**src/rtl/fifo_rd_axis_pkg.sv**
```systemverilog
// ----------------------------------------------------------------------------
// fifo_rd_axis_pkg
// Shared types and helpers for the FIFO-read to AXI4-Stream adapter.
//   occ_state_e : output-buffer occupancy (S0 empty, S1 HEAD, S2 HEAD+SKID)
//   cnt_width() : beat-counter width for a given packet length
// No ports. Used by fifo_rd_axis and axis_beat_cnt.
// ----------------------------------------------------------------------------
package fifo_rd_axis_pkg;

    typedef enum logic [1:0] {
        S0 = 2'd0,  // no slot valid
        S1 = 2'd1,  // HEAD valid
        S2 = 2'd2   // HEAD and SKID valid
    } occ_state_e;

    // max(1, clog2(pkt_len)); PKT_LEN of 1 or 2 still needs a 1-bit counter.
    function automatic int unsigned cnt_width(input int unsigned pkt_len);
        int unsigned w;
        w = $clog2(pkt_len);
        return (w < 1) ? 1 : w;
    endfunction

endpackage

```
**src/rtl/fifo_rd_axis_if.sv**
```systemverilog
// ----------------------------------------------------------------------------
// fifo_rd_axis_if
// Bundles the FIFO read port and the AXI4-Stream master port of the adapter.
// Parameter:
//   DSIZE : data width of rdata / m_tdata
// Signals:
//   rdata, rempty : FIFO read data and empty flag (into the adapter)
//   rinc          : FIFO pop strobe (from the adapter)
//   m_tvalid, m_tdata, m_tlast : stream master outputs (from the adapter)
//   m_tready      : stream ready (into the adapter)
// Modports:
//   master : the adapter side (drives rinc and the stream outputs)
//   slave  : the environment side (FIFO plus downstream stream slave)
// ----------------------------------------------------------------------------
interface fifo_rd_axis_if #(
    parameter int unsigned DSIZE = 8
);
    logic [DSIZE-1:0] rdata;
    logic             rempty;
    logic             rinc;
    logic             m_tvalid;
    logic             m_tready;
    logic [DSIZE-1:0] m_tdata;
    logic             m_tlast;

    modport master (
        input  rdata,
        input  rempty,
        input  m_tready,
        output rinc,
        output m_tvalid,
        output m_tdata,
        output m_tlast
    );

    modport slave (
        output rdata,
        output rempty,
        output m_tready,
        input  rinc,
        input  m_tvalid,
        input  m_tdata,
        input  m_tlast
    );
endinterface

```
**src/rtl/axis_beat_cnt.sv**
```systemverilog
// ----------------------------------------------------------------------------
// axis_beat_cnt
// Packet beat counter used to generate TLAST. Counts FIFO pops modulo PKT_LEN.
// Parameter:
//   PKT_LEN : beats per packet (>= 1)
// Ports:
//   rclk : clock
//   rrst : asynchronous active-high reset, counter returns to 0
//   inc  : advance the counter (one FIFO pop)
//   last : high while the current count is PKT_LEN-1, i.e. the word being
//          popped now is the final beat of its packet
// ----------------------------------------------------------------------------
module axis_beat_cnt
    import fifo_rd_axis_pkg::*;
#(
    parameter int unsigned PKT_LEN = 16
) (
    input  logic rclk,
    input  logic rrst,
    input  logic inc,
    output logic last
);
    localparam int unsigned     CntW    = cnt_width(PKT_LEN);
    localparam logic [CntW-1:0] LastVal = CntW'(PKT_LEN - 1);

    logic [CntW-1:0] cnt_q, cnt_d;

    always_comb begin
        last  = (cnt_q == LastVal);
        cnt_d = cnt_q;
        if (inc) begin
            cnt_d = last ? '0 : cnt_q + CntW'(1);
        end
    end

    always_ff @(posedge rclk or posedge rrst) begin
        if (rrst) begin
            cnt_q <= '0;
        end else begin
            cnt_q <= cnt_d;
        end
    end

endmodule

```
**src/rtl/fifo_rd_axis.sv**
```systemverilog
// ----------------------------------------------------------------------------
// fifo_rd_axis
// Drains the read port of the dual-clock FIFO and presents it as an
// AXI4-Stream master, entirely in the FIFO read clock domain. A two-slot
// output buffer (HEAD, SKID) sustains one beat per clock with registered
// m_tdata and no combinational path from m_tready to rinc.
// Parameters:
//   DSIZE   : data width, must match the FIFO and the interface DSIZE
//   PKT_LEN : beats per packet for TLAST (only with FIFO_RD_AXIS_TLAST_EN)
// Ports:
//   rclk : read-domain clock
//   rrst : asynchronous active-high reset (shared with FIFO read side)
//   bus  : fifo_rd_axis_if.master (rdata/rempty/rinc, m_tvalid/m_tready/
//          m_tdata/m_tlast)
// Build option:
//   FIFO_RD_AXIS_TLAST_EN : when defined, a beat counter tags every
//   PKT_LEN-th popped word as last; otherwise m_tlast is tied to 0 and no
//   counter or last bits exist.
// ----------------------------------------------------------------------------
module fifo_rd_axis
    import fifo_rd_axis_pkg::*;
#(
    parameter int unsigned DSIZE   = 8,
    parameter int unsigned PKT_LEN = 16
) (
    input  logic           rclk,
    input  logic           rrst,
    fifo_rd_axis_if.master bus
);

    if (PKT_LEN < 1) begin : g_bad_pkt_len
        $error("fifo_rd_axis: PKT_LEN must be >= 1");
    end

`ifdef FIFO_RD_AXIS_TLAST_EN
    // Each slot carries the data word plus its last bit in the MSB.
    localparam int unsigned SlotW = DSIZE + 1;
`else
    localparam int unsigned SlotW = DSIZE;
`endif

    occ_state_e       state_q, state_d;
    logic [SlotW-1:0] head_q, head_d;
    logic [SlotW-1:0] skid_q, skid_d;
    logic [SlotW-1:0] in_word;
    logic             push;
    logic             pop;
    logic             tvalid;

    // Pop decision uses only registered state and rempty, so m_tready never
    // reaches rinc combinationally; S2 simply refuses new words.
    assign push   = !bus.rempty && (state_q != S2) && !rrst;
    assign tvalid = (state_q != S0);
    assign pop    = tvalid && bus.m_tready;

`ifdef FIFO_RD_AXIS_TLAST_EN
    logic push_last;

    axis_beat_cnt #(
        .PKT_LEN (PKT_LEN)
    ) u_beat_cnt (
        .rclk (rclk),
        .rrst (rrst),
        .inc  (push),
        .last (push_last)
    );

    assign in_word     = {push_last, bus.rdata};
    assign bus.m_tlast = head_q[DSIZE];
`else
    assign in_word     = bus.rdata;
    assign bus.m_tlast = 1'b0;
`endif

    assign bus.rinc     = push;
    assign bus.m_tvalid = tvalid;
    assign bus.m_tdata  = head_q[DSIZE-1:0];

    // Occupancy FSM and slot steering. HEAD only changes when it is empty or
    // being consumed, which keeps m_tdata stable under backpressure.
    always_comb begin
        state_d = state_q;
        head_d  = head_q;
        skid_d  = skid_q;
        unique case (state_q)
            S0: begin
                if (push) begin
                    head_d  = in_word;
                    state_d = S1;
                end
            end
            S1: begin
                if (push && !pop) begin
                    skid_d  = in_word;
                    state_d = S2;
                end else if (push && pop) begin
                    head_d  = in_word;
                end else if (pop) begin
                    state_d = S0;
                end
            end
            S2: begin
                if (pop) begin
                    head_d  = skid_q;
                    state_d = S1;
                end
            end
            default: begin
                state_d = S0;
            end
        endcase
    end

    always_ff @(posedge rclk or posedge rrst) begin
        if (rrst) begin
            state_q <= S0;
            head_q  <= '0;
            skid_q  <= '0;
        end else begin
            state_q <= state_d;
            head_q  <= head_d;
            skid_q  <= skid_d;
        end
    end

endmodule

```
**src/flat_wrapper.sv**
```systemverilog
// flat-port wrapper written by rule: the top's interface ports become plain ports
module fifo_rd_axis_flat import fifo_rd_axis_pkg::*;
#(
    parameter int unsigned DSIZE   = 8,
    parameter int unsigned PKT_LEN = 16
)
  (rclk, rrst, bus_rdata, bus_rempty, bus_m_tready, bus_rinc, bus_m_tvalid, bus_m_tdata, bus_m_tlast);
  fifo_rd_axis_if #(.DSIZE(DSIZE)) bus_i ();
  input  logic rclk;
  input  logic rrst;
  input wire logic [$bits(bus_i.rdata)-1:0] bus_rdata;
  input wire logic [$bits(bus_i.rempty)-1:0] bus_rempty;
  input wire logic [$bits(bus_i.m_tready)-1:0] bus_m_tready;
  output wire logic [$bits(bus_i.rinc)-1:0] bus_rinc;
  output wire logic [$bits(bus_i.m_tvalid)-1:0] bus_m_tvalid;
  output wire logic [$bits(bus_i.m_tdata)-1:0] bus_m_tdata;
  output wire logic [$bits(bus_i.m_tlast)-1:0] bus_m_tlast;
  assign bus_i.rdata = bus_rdata;
  assign bus_i.rempty = bus_rempty;
  assign bus_i.m_tready = bus_m_tready;
  assign bus_rinc = bus_i.rinc;
  assign bus_m_tvalid = bus_i.m_tvalid;
  assign bus_m_tdata = bus_i.m_tdata;
  assign bus_m_tlast = bus_i.m_tlast;
  fifo_rd_axis #(.DSIZE(DSIZE), .PKT_LEN(PKT_LEN)) u_core (.rclk(rclk), .rrst(rrst), .bus(bus_i));
endmodule
```
**config.mk**
```make
export PLATFORM = sky130hd
export DESIGN_NAME = fifo_rd_axis_flat
export DESIGN_NICKNAME = d
export VERILOG_FILES = /design/src/rtl/fifo_rd_axis_pkg.sv /design/src/rtl/fifo_rd_axis_if.sv /design/src/rtl/axis_beat_cnt.sv /design/src/rtl/fifo_rd_axis.sv /design/src/flat_wrapper.sv
export SDC_FILE = /design/constraint.sdc
export NUM_CORES = 1
export LEC_CHECK = 0
export ABC_AREA = 1
export BUFFER_PORTS_ARGS = -buffer_cell sky130_fd_sc_hd__buf_2
export CAP_MARGIN = 10
export CELL_PAD_IN_SITES_DETAIL_PLACEMENT = 2
export CELL_PAD_IN_SITES_GLOBAL_PLACEMENT = 2
export CORE_MARGIN = 2
export CORE_UTILIZATION = 33
export CTS_CLUSTER_SIZE = 20
export DETAILED_ROUTE_END_ITERATION = 10
export MAX_ROUTING_LAYER = met4
export PLACE_DENSITY_LB_ADDON = 0.1
export SLEW_MARGIN = 5
export SYNTH_ARGS = -nofsm -noshare
export SYNTH_HDL_FRONTEND = slang
export SYNTH_SLANG_ARGS = --single-unit
```
**constraint.sdc**
```tcl
create_clock -name rclk -period 2.1 [get_ports rclk]
set_input_delay 0.42 -clock rclk [delete_from_list [all_inputs] [get_ports rclk]]
set_output_delay 0.42 -clock rclk [all_outputs]
set_load 0.02 [all_outputs]
```
---- Yosys cells after proc, flatten, opt, wreduce, memory -nomap -nowiden ----
Index checks and enable logic that the tools add are counted.
word-level totals
  output and inout port bits .............. 11
  register bits ........................... 18
  word-level logic and storage cells ...... 37
  input bits .............................. 12
operators by class
  reduce and logical (&&, ||, !) cells .... 14
  multiplexer cells ....................... 11
  equal/unequal tests ..................... 9
operator list
  kind                  count
  $mux W8               4
  $pmux W8 S3           1
  $mux W2               5
  $ne A2 B1 Y1 const B  3
  $pmux W2 S3           1
  $logic_and A1 B1 Y1   5
  $reduce_and A5 Y1     1
  $ne A2 B2 Y1 const B  2
  $reduce_and A4 Y1     1
  $logic_not A1 Y1      3
  $ne A3 B1 Y1 const B  1
  $ne A3 B2 Y1 const B  1
  $reduce_bool A3 Y1    1
  $eq A2 B1 Y1 const B  1
  $eq A2 B2 Y1 const B  1
  $logic_not A2 Y1      1
  $reduce_and A2 Y1     1
  $reduce_bool A2 Y1    1

---- Longest topological paths before layout ----
  depth after elaboration ................. 7
  depth in mapped cells ................... 7
  mapped depth without buffers ............ 6

---- Worst setup path after synthesis ----
No wires, ideal clock.
  path type ............................... input to output
  from .................................... in bus_rempty
  to ...................................... out bus_rinc
  cell stages on the path ................. 3
  path slack .............................. 0.697 ns
  arrival time ............................ 0.983 ns
  path buffers ............................ 0
  required time ........................... 1.680 ns
  cells stage by stage .................... nor2_2 > inv_1 > a21oi_1
on the way
  word-level cells in the longest chain between the ends .. 3
RTL lines
  element                            line                RTL
  start: declaration                 flat_wrapper.sv:12  input wire logic [$bits(bus_i.rempty)-1:0] bus_rempty;
  $logic_not A1 Y1                   fifo_rd_axis.sv:52  assign push = !bus.rempty && (state_q != S2) && !rrst;
  $logic_and A1 B1 Y1 (2 in series)  fifo_rd_axis.sv:52
  end: declaration                   flat_wrapper.sv:14  output wire logic [$bits(bus_i.rinc)-1:0] bus_rinc;
Every way passes these cells.

---- Worst setup path after layout ----
  from .................................... reg u_core.state_q[1]
  to ...................................... out bus_m_tvalid
on the way
  word-level cells in the longest chain between the ends .. 1
RTL lines
  element                   line                 RTL
  start: declaration        fifo_rd_axis.sv:42   occ_state_e state_q, state_d;
  start signal: assignment  fifo_rd_axis.sv:120  state_q <= state_d;
  $reduce_bool A2 Y1        fifo_rd_axis.sv:53   assign tvalid = (state_q != S0);
  end: declaration          flat_wrapper.sv:15   output wire logic [$bits(bus_i.m_tvalid)-1:0] bus_m_tvalid;
Every way passes these cells.

==> results.md <==
* Arrival @ worst endpoint at 1.32 ns
* HP Class: input port to async pin
* Crit Reg-Reg Endpoint: u_core.skid_q[5]$_DFFE_PP0P_
* Area of the multi-input gates at 450 µm²
* TritonCTS buffer count at 3
* Iter 0 DRT Violations at 4
* Clock slew seen by the registers of the worst setup and hold paths at 0.11 ns
* Share of the synthesized area in the top cell type at 0.455
* Die width at 58.8 µm
* Synth unique cells at 15
* CTS tree: done
* Sequential share of power at 0.400
* Synth Area per Inst at 8.77 µm²
* Netlist Area Pre-Place at 991 µm²
* Synthesized net count at 125
* Clk sinks at 18
* Worst hold margin at 0.251 ns
* Synth area leaders: dfrtp_1, nand2_1, nand3_1
* RSZ-0062 raised after global routing: no
* DRT Pass-1 Iters at 6
* Cell depth of the worst flop-to-flop path at 4
* I/O Buffers at 21
* Final antenna-violating net count at 0
* Tmin final at 1.74 ns
* PwrDens at 1400 mW/mm²
* Global-route wire length before repair at 3970 µm
* Synth area leader: dfrtp_1
* Crit path capture type: primary output
* Share of cells above drive strength 1 at 0.403
* NetSw at 717 µW
* Non-filler cells in the finished layout at 165
* Yosys warnings at 0
* Max-slew violation count at 0
* Routability cong. at 0.714
* DR WL/cell at 14.1 µm
* Die area at 0.00346 mm²
* Comb pwr share at 0.464
* Worst Clk Skew at 0.00126 ns
* Placeable Area at 0.00281 mm²
* Largest net degree at the start of global routing at 19
* Dpl cell area at 0.00109 mm²
* Setup WS pre-CTS at 0.588 ns
* Dpl hpwl at 1800 µm
* Critical Path Source Type: register
* I/O pin cnt at 23
* Final #Nets at 147
* # DRC at 2
* Tcrit/Tclk final at 0.829
* Reg2Reg Setup Slack at 0.60 ns
* Die Ht at 58.8 µm
* Setup TNS at 0 ns
* Hold buffers post-CTS at 0
* Fill cells at 336
* Setup violators final at 0
* Sw Share at 0.452
* Post-CTS Setup Repair Bufs at 0
* Failing checks: DRC
* Total grt overflow at 0
* All-Layer GR Usage at 0.157
* Initial core utilization at 0.353
* # rows at 19
* Yosys reg bits at 18
* Sequential cell area at 450 µm²
* Max Clk Rate at 575 MHz
* VDD IR max at 0.372 mV
* Internal power at 869 µW
* Final design instance area without fill at 0.00113 mm²
* Final hold vios at 0
* Worst-margin pin slew at 0.738 ns
* Layout Area Growth over Synthesis at 14.0%
* CP Max Fanout at 12
* Placed Cells incl. Taps at 161
* CP required at 1.68 ns
* Clock share of power at 0.137
* Clock latency on the worst-skew pair at 0.29 ns
* Vias at 789
* Fin worst setup slack at 0.360 ns
* Gate Count Post-Synth at 113
* # Max-Cap Violations at 0
* Relative slew slack at 0.508
* Post_cts resized at 0
* CTS root buf: clkbuf_4
* Reg-to-Reg Start: u_core.state_q[1]$_DFFE_PP0P_
* H-tree depth at 1
* CTS max path bufs at 2
* Ant. Diodes at 0
* Leak at 0.000631 µW
* Antenna violations before repair at 0
* Status: finished with violations
* WL final at 2330 µm
* Register area share after synthesis at 0.455
* Vias/cell at 4.78
* Vias in the first global route at 849
* Worst setup path category: register to primary output
-- layout by cell type (no fill, tap or decap), drive strengths merged --
| cell | instances |
|---|---|
| a21oi | 2 |
| buf | 21 |
| clkbuf | 4 |
| conb | 1 |
| dfrtp | 18 |
| inv | 13 |
| nand2 | 47 |
| nand3 | 18 |
| nor2 | 2 |
| o21ai | 8 |
-- critical path, stage by stage, from the launching register on --
cell and delay [ns]:
dfrtp_1 0.65, inv_2 0.12, nand2_4 0.10, buf_2 0.16
-- registers in the layout, summed over array words and instances (netlist names) --
name / cells
u_core.bus.m_tdata: 8
u_core.skid_q: 8
u_core.state_q: 2
-- power by group through the flow --
stage               Clock, µW  Sequential [µW]  Combinational (µW)
floorplan                   0              696                 518
global placement            0              634                 727
detailed placement          0              645                 753
CTS                       230              640                 756
global route              238              659                 827
finish                    217              634                 735
-- stage by stage --
stage	utilization	power, µW
after global placement	0.390	1360
after floorplan	-	1210
after detailed placement	0.390	1400
after CTS	0.403	1630
after global routing	0.403	1720
final	0.403	1590
-- cell type report --
type                    instances  share of cell area
clock buffers                   4              0.0321
multi-input cells              78               0.399
well taps                      31              0.0343
flip-flops and latches         18               0.399
repair buffers                 21              0.0930
inverters                      13              0.0432
-- synthesized netlist by cell type --
| cell | n |
|---|---|
| conb_1 | 1 |
| nand2_8 | 2 |
| inv_2 | 2 |
| dfrtp_1 | 18 |
| nand3_1 | 17 |
| nand2_4 | 3 |
| nand2_1 | 31 |
| inv_1 | 11 |
| nand2_2 | 11 |
| nor2_2 | 2 |
| buf_4 | 1 |
| buf_6 | 3 |
| a21oi_1 | 2 |
| o21ai_2 | 8 |
| nand3_2 | 1 |
-- per-layer routing --
| metal | track usage | vias up | routed length [µm] |
|---|---|---|---|
| li1 | - | 391 | - |
| met1 | 0.190 | 380 | 996 |
| met2 | 0.265 | 14 | 1220 |
| met3 | 0.0198 | 4 | 75 |
| met4 | 0.0584 | 0 | 38 |
| met5 | - | - | 0 |
-- cells by family after synthesis --
family	synth area share
AO/OA/AOI/OAI	0.0808
buffers and inverters	0.0909
flip-flops	0.455
other	0.00378
AND/OR/NAND/NOR	0.370
-- worst max path at each step --
stage                                  startpoint                      endpoint  slack (ns)
finish              u_core.state_q[1]$_DFFE_PP0P_                  bus_m_tvalid        0.36
global route        u_core.state_q[1]$_DFFE_PP0P_                  bus_m_tvalid        0.28
CTS                 u_core.state_q[1]$_DFFE_PP0P_                  bus_m_tvalid        0.32
detailed placement  u_core.state_q[1]$_DFFE_PP0P_  u_core.skid_q[2]$_DFFE_PP0P_        0.59
global placement                       bus_rempty                      bus_rinc        0.60
floorplan                              bus_rempty                      bus_rinc        0.70
No activity file was read; power rests on OpenSTA's default activity.
